`src/rtl/board_pkg.sv`:
```
// board_pkg: shared types, constants and helpers for the board read path.
//   tile_t / board_t : tile value and 4x4 board types
//   CODE_EMPTY       : code of an empty cell (value 0)
//   CODE_BAD         : code of an illegal tile value
//   br_state_e       : board_reader scan FSM states
//   goal_log2()      : log2 of the winning tile value
package board_pkg;

    localparam int unsigned TILE_W = 12;

    typedef logic [TILE_W-1:0] tile_t;
    typedef tile_t [0:3][0:3]  board_t;

    localparam logic [3:0] CODE_EMPTY = 4'h0;
    localparam logic [3:0] CODE_BAD   = 4'hF;

    typedef enum logic [1:0] {
        ST_IDLE,
        ST_SCAN,
        ST_DONE
    } br_state_e;

    function automatic logic [3:0] goal_log2(input int unsigned goal);
        logic [3:0] r;
        r = '0;
        for (int unsigned k = 1; k < 12; k++) begin
            if (goal == (32'd1 << k)) r = k[3:0];
        end
        return r;
    endfunction

endpackage

```
`src/rtl/tile_encoder.sv`:
```
// tile_encoder: combinational tile value -> 4-bit log2 code.
//   value_i : tile value (W bits)
//   code_o  : 0 for empty, k for 2^k (k = 1..11), CODE_BAD otherwise
//   bad_o   : high when value_i is not a legal tile value
module tile_encoder
    import board_pkg::*;
#(
    parameter int unsigned W = 12
) (
    input  logic [W-1:0] value_i,
    output logic [3:0]   code_o,
    output logic         bad_o
);

    always_comb begin
        code_o = CODE_BAD;
        bad_o  = 1'b1;
        if (value_i == '0) begin
            code_o = CODE_EMPTY;
            bad_o  = 1'b0;
        end else begin
            for (int unsigned k = 1; k < 12; k++) begin
                if (value_i == (W'(1) << k)) begin
                    code_o = k[3:0];
                    bad_o  = 1'b0;
                end
            end
        end
    end

endmodule

```
`src/rtl/board_reader.sv`:
```
// board_reader: snapshots the 4x4 game board on a frame request and streams
// it cell by cell (row-major) over a valid/ready handshake as log2 codes.
//   clk, rst              : clock, asynchronous active-low reset
//   matriz                : live board from the game
//   frame_start           : one-cycle frame request (ignored unless idle)
//   cell_valid/cell_ready : beat handshake
//   cell_row/col/code/last: beat payload
//   busy, done            : frame in flight, one-cycle end-of-frame pulse
//   max_code, goal_seen   : per-frame status, loaded at end of frame
//   err                   : sticky illegal-tile flag
// Build option: define BOARD_READER_SKIP_EMPTY_EN to suppress empty cells.
module board_reader
    import board_pkg::*;
#(
    parameter int unsigned GOAL = 2048,
    parameter int unsigned W    = 12
) (
    input  logic                    clk,
    input  logic                    rst,
    input  logic [0:3][0:3][W-1:0]  matriz,
    input  logic                    frame_start,
    output logic                    cell_valid,
    input  logic                    cell_ready,
    output logic [1:0]              cell_row,
    output logic [1:0]              cell_col,
    output logic [3:0]              cell_code,
    output logic                    cell_last,
    output logic                    busy,
    output logic                    done,
    output logic [3:0]              max_code,
    output logic                    goal_seen,
    output logic                    err
);

    localparam logic [3:0] GOAL_CODE = goal_log2(GOAL);

    br_state_e            state_q, state_d;
    logic [15:0][W-1:0]   snap_q, snap_d;
    logic [3:0]           idx_q, idx_d;
    logic [3:0]           run_max_q, run_max_d;
    logic                 run_goal_q, run_goal_d;
    logic [3:0]           max_q, max_d;
    logic                 goal_q, goal_d;
    logic                 err_q, err_d;

    logic [15:0][W-1:0]   board_flat;
    logic [3:0]           cur_idx;
    logic                 cur_last;
    logic [3:0]           code;
    logic                 bad;
    logic                 hs;

    always_comb begin
        for (int unsigned k = 0; k < 16; k++) begin
            board_flat[k[3:0]] = matriz[k[3:2]][k[1:0]];
        end
    end

`ifdef BOARD_READER_SKIP_EMPTY_EN
    logic found;
    // The emitted cell is the first non-empty one at or after idx_q; it is
    // last when no other non-empty cell follows it.
    always_comb begin
        cur_idx  = idx_q;
        cur_last = 1'b1;
        found    = 1'b0;
        for (int unsigned i = 0; i < 16; i++) begin
            if (32'(idx_q) <= i && snap_q[i[3:0]] != '0) begin
                if (!found) begin
                    cur_idx = i[3:0];
                    found   = 1'b1;
                end else begin
                    cur_last = 1'b0;
                end
            end
        end
    end
`else
    always_comb begin
        cur_idx  = idx_q;
        cur_last = (idx_q == 4'd15);
    end
`endif

    tile_encoder #(.W(W)) u_enc (
        .value_i (snap_q[cur_idx]),
        .code_o  (code),
        .bad_o   (bad)
    );

    assign cell_valid = (state_q == ST_SCAN);
    assign cell_row   = cell_valid ? cur_idx[3:2] : 2'b00;
    assign cell_col   = cell_valid ? cur_idx[1:0] : 2'b00;
    assign cell_code  = cell_valid ? code : 4'h0;
    assign cell_last  = cell_valid && cur_last;
    assign busy       = (state_q != ST_IDLE);
    assign done       = (state_q == ST_DONE);
    assign max_code   = max_q;
    assign goal_seen  = goal_q;
    assign err        = err_q;
    assign hs         = cell_valid && cell_ready;

    always_comb begin
        state_d    = state_q;
        snap_d     = snap_q;
        idx_d      = idx_q;
        run_max_d  = run_max_q;
        run_goal_d = run_goal_q;
        max_d      = max_q;
        goal_d     = goal_q;
        err_d      = err_q;
        case (state_q)
            ST_IDLE: begin
                if (frame_start) begin
                    snap_d     = board_flat;
                    idx_d      = '0;
                    run_max_d  = '0;
                    run_goal_d = 1'b0;
                    state_d    = ST_SCAN;
`ifdef BOARD_READER_SKIP_EMPTY_EN
                    if (board_flat == '0) state_d = ST_DONE;
`endif
                end
            end
            ST_SCAN: begin
                if (hs) begin
                    idx_d = cur_idx + 4'd1;
                    if (bad) err_d = 1'b1;
                    else if (code > run_max_q) run_max_d = code;
                    if (code == GOAL_CODE) run_goal_d = 1'b1;
                    if (cur_last) state_d = ST_DONE;
                end
            end
            ST_DONE: begin
                max_d   = run_max_q;
                goal_d  = run_goal_q;
                state_d = ST_IDLE;
            end
            default: state_d = ST_IDLE;
        endcase
    end

    always_ff @(posedge clk or negedge rst) begin
        if (!rst) begin
            state_q    <= ST_IDLE;
            snap_q     <= '0;
            idx_q      <= '0;
            run_max_q  <= '0;
            run_goal_q <= 1'b0;
            max_q      <= '0;
            goal_q     <= 1'b0;
            err_q      <= 1'b0;
        end else begin
            state_q    <= state_d;
            snap_q     <= snap_d;
            idx_q      <= idx_d;
            run_max_q  <= run_max_d;
            run_goal_q <= run_goal_d;
            max_q      <= max_d;
            goal_q     <= goal_d;
            err_q      <= err_d;
        end
    end

endmodule

```
`config.mk`:
```
export PLATFORM = sky130hd
export DESIGN_NAME = board_reader
export DESIGN_NICKNAME = d
export VERILOG_FILES = /design/src/rtl/board_pkg.sv /design/src/rtl/tile_encoder.sv /design/src/rtl/board_reader.sv
export SDC_FILE = /design/constraint.sdc
export NUM_CORES = 1
export LEC_CHECK = 0
export ABC_CLOCK_PERIOD_IN_PS = 4700
export CAP_MARGIN = 15
export CORE_MARGIN = 1
export CORE_UTILIZATION = 30
export CTS_CLUSTER_SIZE = 28
export DETAILED_ROUTE_END_ITERATION = 12
export GPL_TIMING_DRIVEN = 0
export PLACE_DENSITY_LB_ADDON = 0.15
export SLEW_MARGIN = 20
export SYNTH_ARGS = -nofsm -noshare
export SYNTH_HDL_FRONTEND = slang
export SYNTH_HIERARCHICAL = 1
export SYNTH_SLANG_ARGS = --single-unit
```
`constraint.sdc`:
```
create_clock -name clk -period 4.7 [get_ports clk]
set_input_delay 0.94 -clock clk [delete_from_list [all_inputs] [get_ports clk]]
set_output_delay 0.94 -clock clk [all_outputs]
set_load 0.05 [all_outputs]
```
# Yosys cells after proc, flatten, opt, wreduce, memory -nomap -nowiden
# Index checks and enable logic that the tools add are counted.
dict set report totals {
  wordCells 103
  regBits 209
  inputBits 196
  output_inout_bits 18
}
dict set report classes {
  muxes 44
  eq_ne 21
  add_sub_neg 1
  reduce_logical 12
  magnitude_cmp 2
}
# cell n
set op_table {}
lappend op_table {{$mux 4} 18}
lappend op_table {{$bmux 12 s4} 1}
lappend op_table {{$pmux 4 s2} 2}
lappend op_table {{$mux 1} 15}
lappend op_table {{$eq 12x10->1 const B} 1}
lappend op_table {{$eq 12x11->1 const B} 1}
lappend op_table {{$eq 12x12->1 const B} 1}
lappend op_table {{$eq 12x2->1 const B} 1}
lappend op_table {{$eq 12x3->1 const B} 1}
lappend op_table {{$eq 12x4->1 const B} 1}
lappend op_table {{$eq 12x5->1 const B} 1}
lappend op_table {{$eq 12x6->1 const B} 1}
lappend op_table {{$eq 12x7->1 const B} 1}
lappend op_table {{$eq 12x8->1 const B} 1}
lappend op_table {{$eq 12x9->1 const B} 1}
lappend op_table {{$logic_not 12->1} 1}
lappend op_table {{$mux 12} 1}
lappend op_table {{$mux 2} 5}
lappend op_table {{$reduce_and 3->1} 3}
lappend op_table {{$eq 4x4->1 const B} 2}
lappend op_table {{$ne 2x1->1 const B} 4}
lappend op_table {{$lt 4x5->1 const B} 1}
lappend op_table {{$reduce_and 5->1} 1}
lappend op_table {{$add 4x1->4 const B} 1}
lappend op_table {{11 further kinds} 14}

# Depth between registers and ports, before layout
dict set report logic_depth {
  word_depth 20
  ltp_mapped 17
  depth_no_buf 14
}

# Cells and area by module
# Netlist, hierarchy kept.
# mod cells_per_inst n_inst area_each_um2 seq_area_each_um2
set modules_own_cells {}
lappend modules_own_cells {board_reader 1058 1 9701.8 5230.0}
lappend modules_own_cells {tile_encoder 40 1 294.0 0.0}

# Least setup slack after synthesis
# Ideal clock, no wire load.
dict set report synth_path {
  path_type {register to register}
  from {reg idx_q[1], in the netlist cur_idx[1]}
  to {reg run_max_q[1]}
  slack_ps 920
  required_ps 4575
  t_arrival_ps 3655
  stages_incl_launch_ff 15
  setup_ps 125
  n_path_buf 2
  period_less_slack_ps 3780
  path_cell_list {dfrtp_1 buf_6 clkbuf_1 mux4_2 a22oi_1 nand2_1 or4_4 nor2b_4 nand2_1 a211o_1 inv_1 ha_1 a41o_1 a211oi_4 mux2_2}
}
dict set report synth_via {
  word_cells_on_any_way 46
  cone_classes {1 x order compare; 13 x eq/ne; 30 x mux; 2 x reduce/logical}
}
# item line
set synth_rtl {}
lappend synth_rtl {{start, declared} board_reader.sv:39} ;# logic [3:0] idx_q, idx_d;
lappend synth_rtl {{start signal, assigned} board_reader.sv:156} ;# idx_q <= idx_d;
lappend synth_rtl {{$bmux 12 s4 *} board_reader.sv:86} ;# .value_i (snap_q[cur_idx]),
lappend synth_rtl {{$mux 12 (implied by the code) *} board_reader.sv:86}
lappend synth_rtl {{$eq 12x3->1} tile_encoder.sv:23} ;# if (value_i == (W'(1) << k)) begin
lappend synth_rtl {{$mux 4 (10 in series)} tile_encoder.sv:23}
lappend synth_rtl {{$mux 4 *} tile_encoder.sv:18} ;# if (value_i == '0) begin
lappend synth_rtl {{named net code[0]} board_reader.sv:49} ;# logic [3:0] code;
lappend synth_rtl {{$gt 4x4->1 *} board_reader.sv:129} ;# else if (code > run_max_q) run_max_d = code;
lappend synth_rtl {{$ne 2x1->1 (no source line) *} n/a}
lappend synth_rtl {{$reduce_and 5->1 (no source line) *} n/a}
lappend synth_rtl {{end signal, assigned} board_reader.sv:157} ;# run_max_q <= run_max_d;
lappend synth_rtl {{end, declared} board_reader.sv:40} ;# logic [3:0] run_max_q, run_max_d;
# The timed path passes the listed nets; every way through them passes the cells marked *. The select of a mux whose other input is x is not followed.
# A chain may end at the register's enable or synchronous reset.

# Worst setup path in the final report
dict set report layout_path {
  from {reg idx_q[0], in the netlist cur_idx[0]}
  to {out cell_code[3]}
}
dict set report layout_via {
  elab_chain_len 16
  word_cells_on_any_way 27
  cone_classes {11 x eq/ne; 15 x mux; 1 x reduce/logical}
}
# item line
set layout_lines {}
lappend layout_lines {{$bmux 12 s4 *} board_reader.sv:86}
lappend layout_lines {{$mux 12 (implied by the code) *} board_reader.sv:86}
lappend layout_lines {{$eq 12x2->1} tile_encoder.sv:23}
lappend layout_lines {{$mux 4 (11 in series)} tile_encoder.sv:23}
lappend layout_lines {{$mux 4 *} tile_encoder.sv:18}
lappend layout_lines {{named net code[3]} board_reader.sv:49}
lappend layout_lines {{$mux 4 *} board_reader.sv:94} ;# assign cell_code = cell_valid ? code : 4'h0;
lappend layout_lines {{end, declared} board_reader.sv:26} ;# output logic [3:0] cell_code,
# Marked as above.

==> out/results.tsv <==
metric	value	unit
status	finished clean	
post-synthesis area per instance	9.10	um^2
Syn-to-layout area delta	39.8	%
first-pass GRT wire length	49400	um
max_cap viols	0	
Starting Density	30.6	%
Place WS	-377	ps
port bufs	213	
WL met2	15400	um
Hold Path Class	in -> async	
worst rel slew slack	52.3	%
Crit Path Max Fanout	11	
via count of the first global-routing pass	8454	
Residual DRC	0	
top achievable clock speed	0.218	GHz
met3 WL post-DR	1680	um
Distinct cells, synth	51	
final wirelength	33200	um
worst endpoint required time	3760	ps
Clock Tree Root	clkbuf_16	
Clock transition at path regs	60	ps
Clk Latency, worst-skew pair	520	ps
standard-cell rows	66	
Diodes inserted	0	
Reg area	0.00523	mm^2
switching pwr	3.90	mW
H-tree depth	1	
WHS	256	ps
largest net degree at the start of global routing	97	
logic gate share of total power	48.8	%
Final setup viols	0	
Nets	1549	
hold-fix buffers at CTS	0	
Cells after Synth	1098	
Tot Pwr	9.56	mW
Detail Route Antenna Nets	0	
TritonCTS buffer count	24	
sequential cell fraction of total power	31.6	%
GPL Wtd Cong	0.848	
worst-margin pin slew	716	ps
Critical Path End Type	output pin	
vias per cell	4.66	
CORE AREA	0.0326	mm^2
IO Pins	214	
Final Non-Filler Cells	1807	
share of cells above drive strength 1	13.4	%
endpoints failing hold	0	
setup ws final	109	ps
Die Span X	185	um
clock sink count	209	
Synthesis Warnings	6	
clock network fraction of design power	19.6	%
P per Cell Area	684	mW/mm^2
RSZ-0062 raised after global routing	true	
internal power	5.66	mW
Routed WL per cell	18.4	um
routed via count	8415	
Leak	6.68	nW
Post-synth top flop	dfrtp_1	
all-layer global routing usage	19.5	%
Worst setup SP type	register	
Net Count, Synth	1299	
Filler cells	3255	
First DRT Iteration DRCs	482	
DIE AREA	0.0341	mm^2
sw frac	40.8	%
Seq cells post-synth	209	
grt ovf	0	
Multi-input gate area	0.00461	mm^2
clk_skew	13.6	ps
min Tclk post-route	4590	ps
number of synthesized flops with an enable pin	0	
clock buffer depth	3	
cell area after synthesis	0.0100	mm^2
dpl hpwl	24500	um
Post-Route M1 WL	15500	um
Seq/Total Area, Yosys	52.3	%
crit path DAT	3650	ps
CTS tree	built	
Placed Instances	1755	
Die Ht	185	um
drt pass-1 iters	5	
Max rail drop VDD	0.340	mV
final slew viol count	0	
max layer used	met4	
Setup Crit Path Kind	reg -> out	
antenna violations before repair	0	
fraction of registers with async set/reset	100	%
period utilisation layout	97.7	%
logic make-up (layout without fill, tap and decap cells):
group / after synthesis / count (layout) / synth area share, %
compound gates: 76 / 76 / 5.70
xor+xnor: 5 / 5 / 0.438
fa+ha+maj: 7 / 7 / 0.826
buf+inv: 78 / 345 / 4.56
flops: 209 / 209 / 52.3
mux: 78 / 78 / 10.9
simple gates: 645 / 645 / 25.3
final timing paths:
| kind | start | to | slack [ps] | cells after the start |
|---|---|---|---|---|
| min in group clk | err | err | 460 | 1 |
| max | cur_idx[0] | cell_code[3] | 110 | 14 |
| max in group asynchronous | rst | run_max_q[0] | 3700 | 2 |
| min | rst | snap_q[167] | 260 | 1 |
| max reg2reg | cur_idx[0] | run_max_q[1] | 560 | 16 |
| min reg2reg | err | err | 460 | 1 |
critical path: stages, from the launching register on:
cell	delay (ps)
dfrtp_1	380
buf_6	150
buf_12	170
buf_12	160
mux2i_4	270
a221oi_1	150
a22oi_1	220
nand2_1	90
buf_6	150
nor4_4	320
nand3b_1	170
nor4b_4	390
a21oi_2	100
and2_1	170
buf_2	210
cell usage after synthesis, drive strengths merged, types with 4 or more instances:
cell type  number  area [um^2]
nor2            9         33.8
and2            8         50.1
mux2            5         56.3
dfrtp         209         5230
mux4           24          541
clkbuf         23         90.1
inv             9         33.8
nand2         603         2260
mux2i          49          490
a22oi          12         90.1
a211oi          4         42.5
buf            46          332
nor3            8         40.0
o21ai          22          110
ha              5         62.6
nor4            4         37.5
a221oi         24          216
metal layers:
layer  vias up  track usage [%]
met5         -                0
met4         0             4.80
li1       4085                -
met3        37             2.63
met2       244             31.1
met1      4049             27.9
area by class of cell:
type	count	share of cell area [%]
flip-flops and latches	209	37.4
repair buffers	224	16.2
well taps	442	3.96
clock inverters	4	0.322
inverters	9	0.242
plain buffers	69	3.59
multi-input cells	811	33.0
clock buffers	39	5.28
repair_timing:
item | in CTS | in global routing
hold endpoints to repair | 0 | 0
setup endpoints to repair | 4 | 4
gates resized for setup | 39 | 75
cloned | 0 | 1
pin swaps | 0 | 7
setup buffers | 0 | 8
metrics by stage:
step | TNS [ps] | instance area (um^2) | util, %
5_1_grt | -109 | 14000 | 42.8
3_5_place_dp | -1370 | 12700 | 39.1
2_1_floorplan | 0 | 10000 | -
6_report | 0 | 14000 | 42.8
3_3_place_gp | -1374600 | 12700 | 38.9
4_1_cts | -46.7 | 13600 | 41.6
power groups by stage:
stage          Clock (mW)  Combinational (mW)  Sequential (mW)
2_1_floorplan           0                2.83             2.89
4_1_cts              1.91                4.21             2.97
6_report             1.87                4.67             3.02
5_1_grt              1.99                5.06             3.11
3_5_place_dp            0                4.14             2.99
3_3_place_gp            0                4.08             2.98
state kept, by name (all words and copies together), names as in the netlist:
name,count
max_code,4
state_q,2
run_max_q,4
err,1
snap_q,192
cur_idx,4
goal_seen,1
run_goal_q,1
placed cells by master (no fill, tap or decap), drive strengths merged, types with 3 or more instances in the layout:
| cell type | instances |
|---|---|
| mux2 | 5 |
| nor2 | 9 |
| nand2 | 603 |
| mux4 | 24 |
| nand2b | 3 |
| a211oi | 4 |
| xor2 | 3 |
| o21ai | 22 |
| inv | 9 |
| and2 | 8 |
| a22oi | 12 |
| mux2i | 49 |
| a221oi | 24 |
| ha | 5 |
| nor2b | 3 |
| clkinv | 3 |
| clkbuf | 63 |
| clkdlybuf4s50 | 208 |
| dfrtp | 209 |
| nor4 | 4 |
| buf | 61 |
| nor3 | 8 |
(Power assumes the default switching activity.)
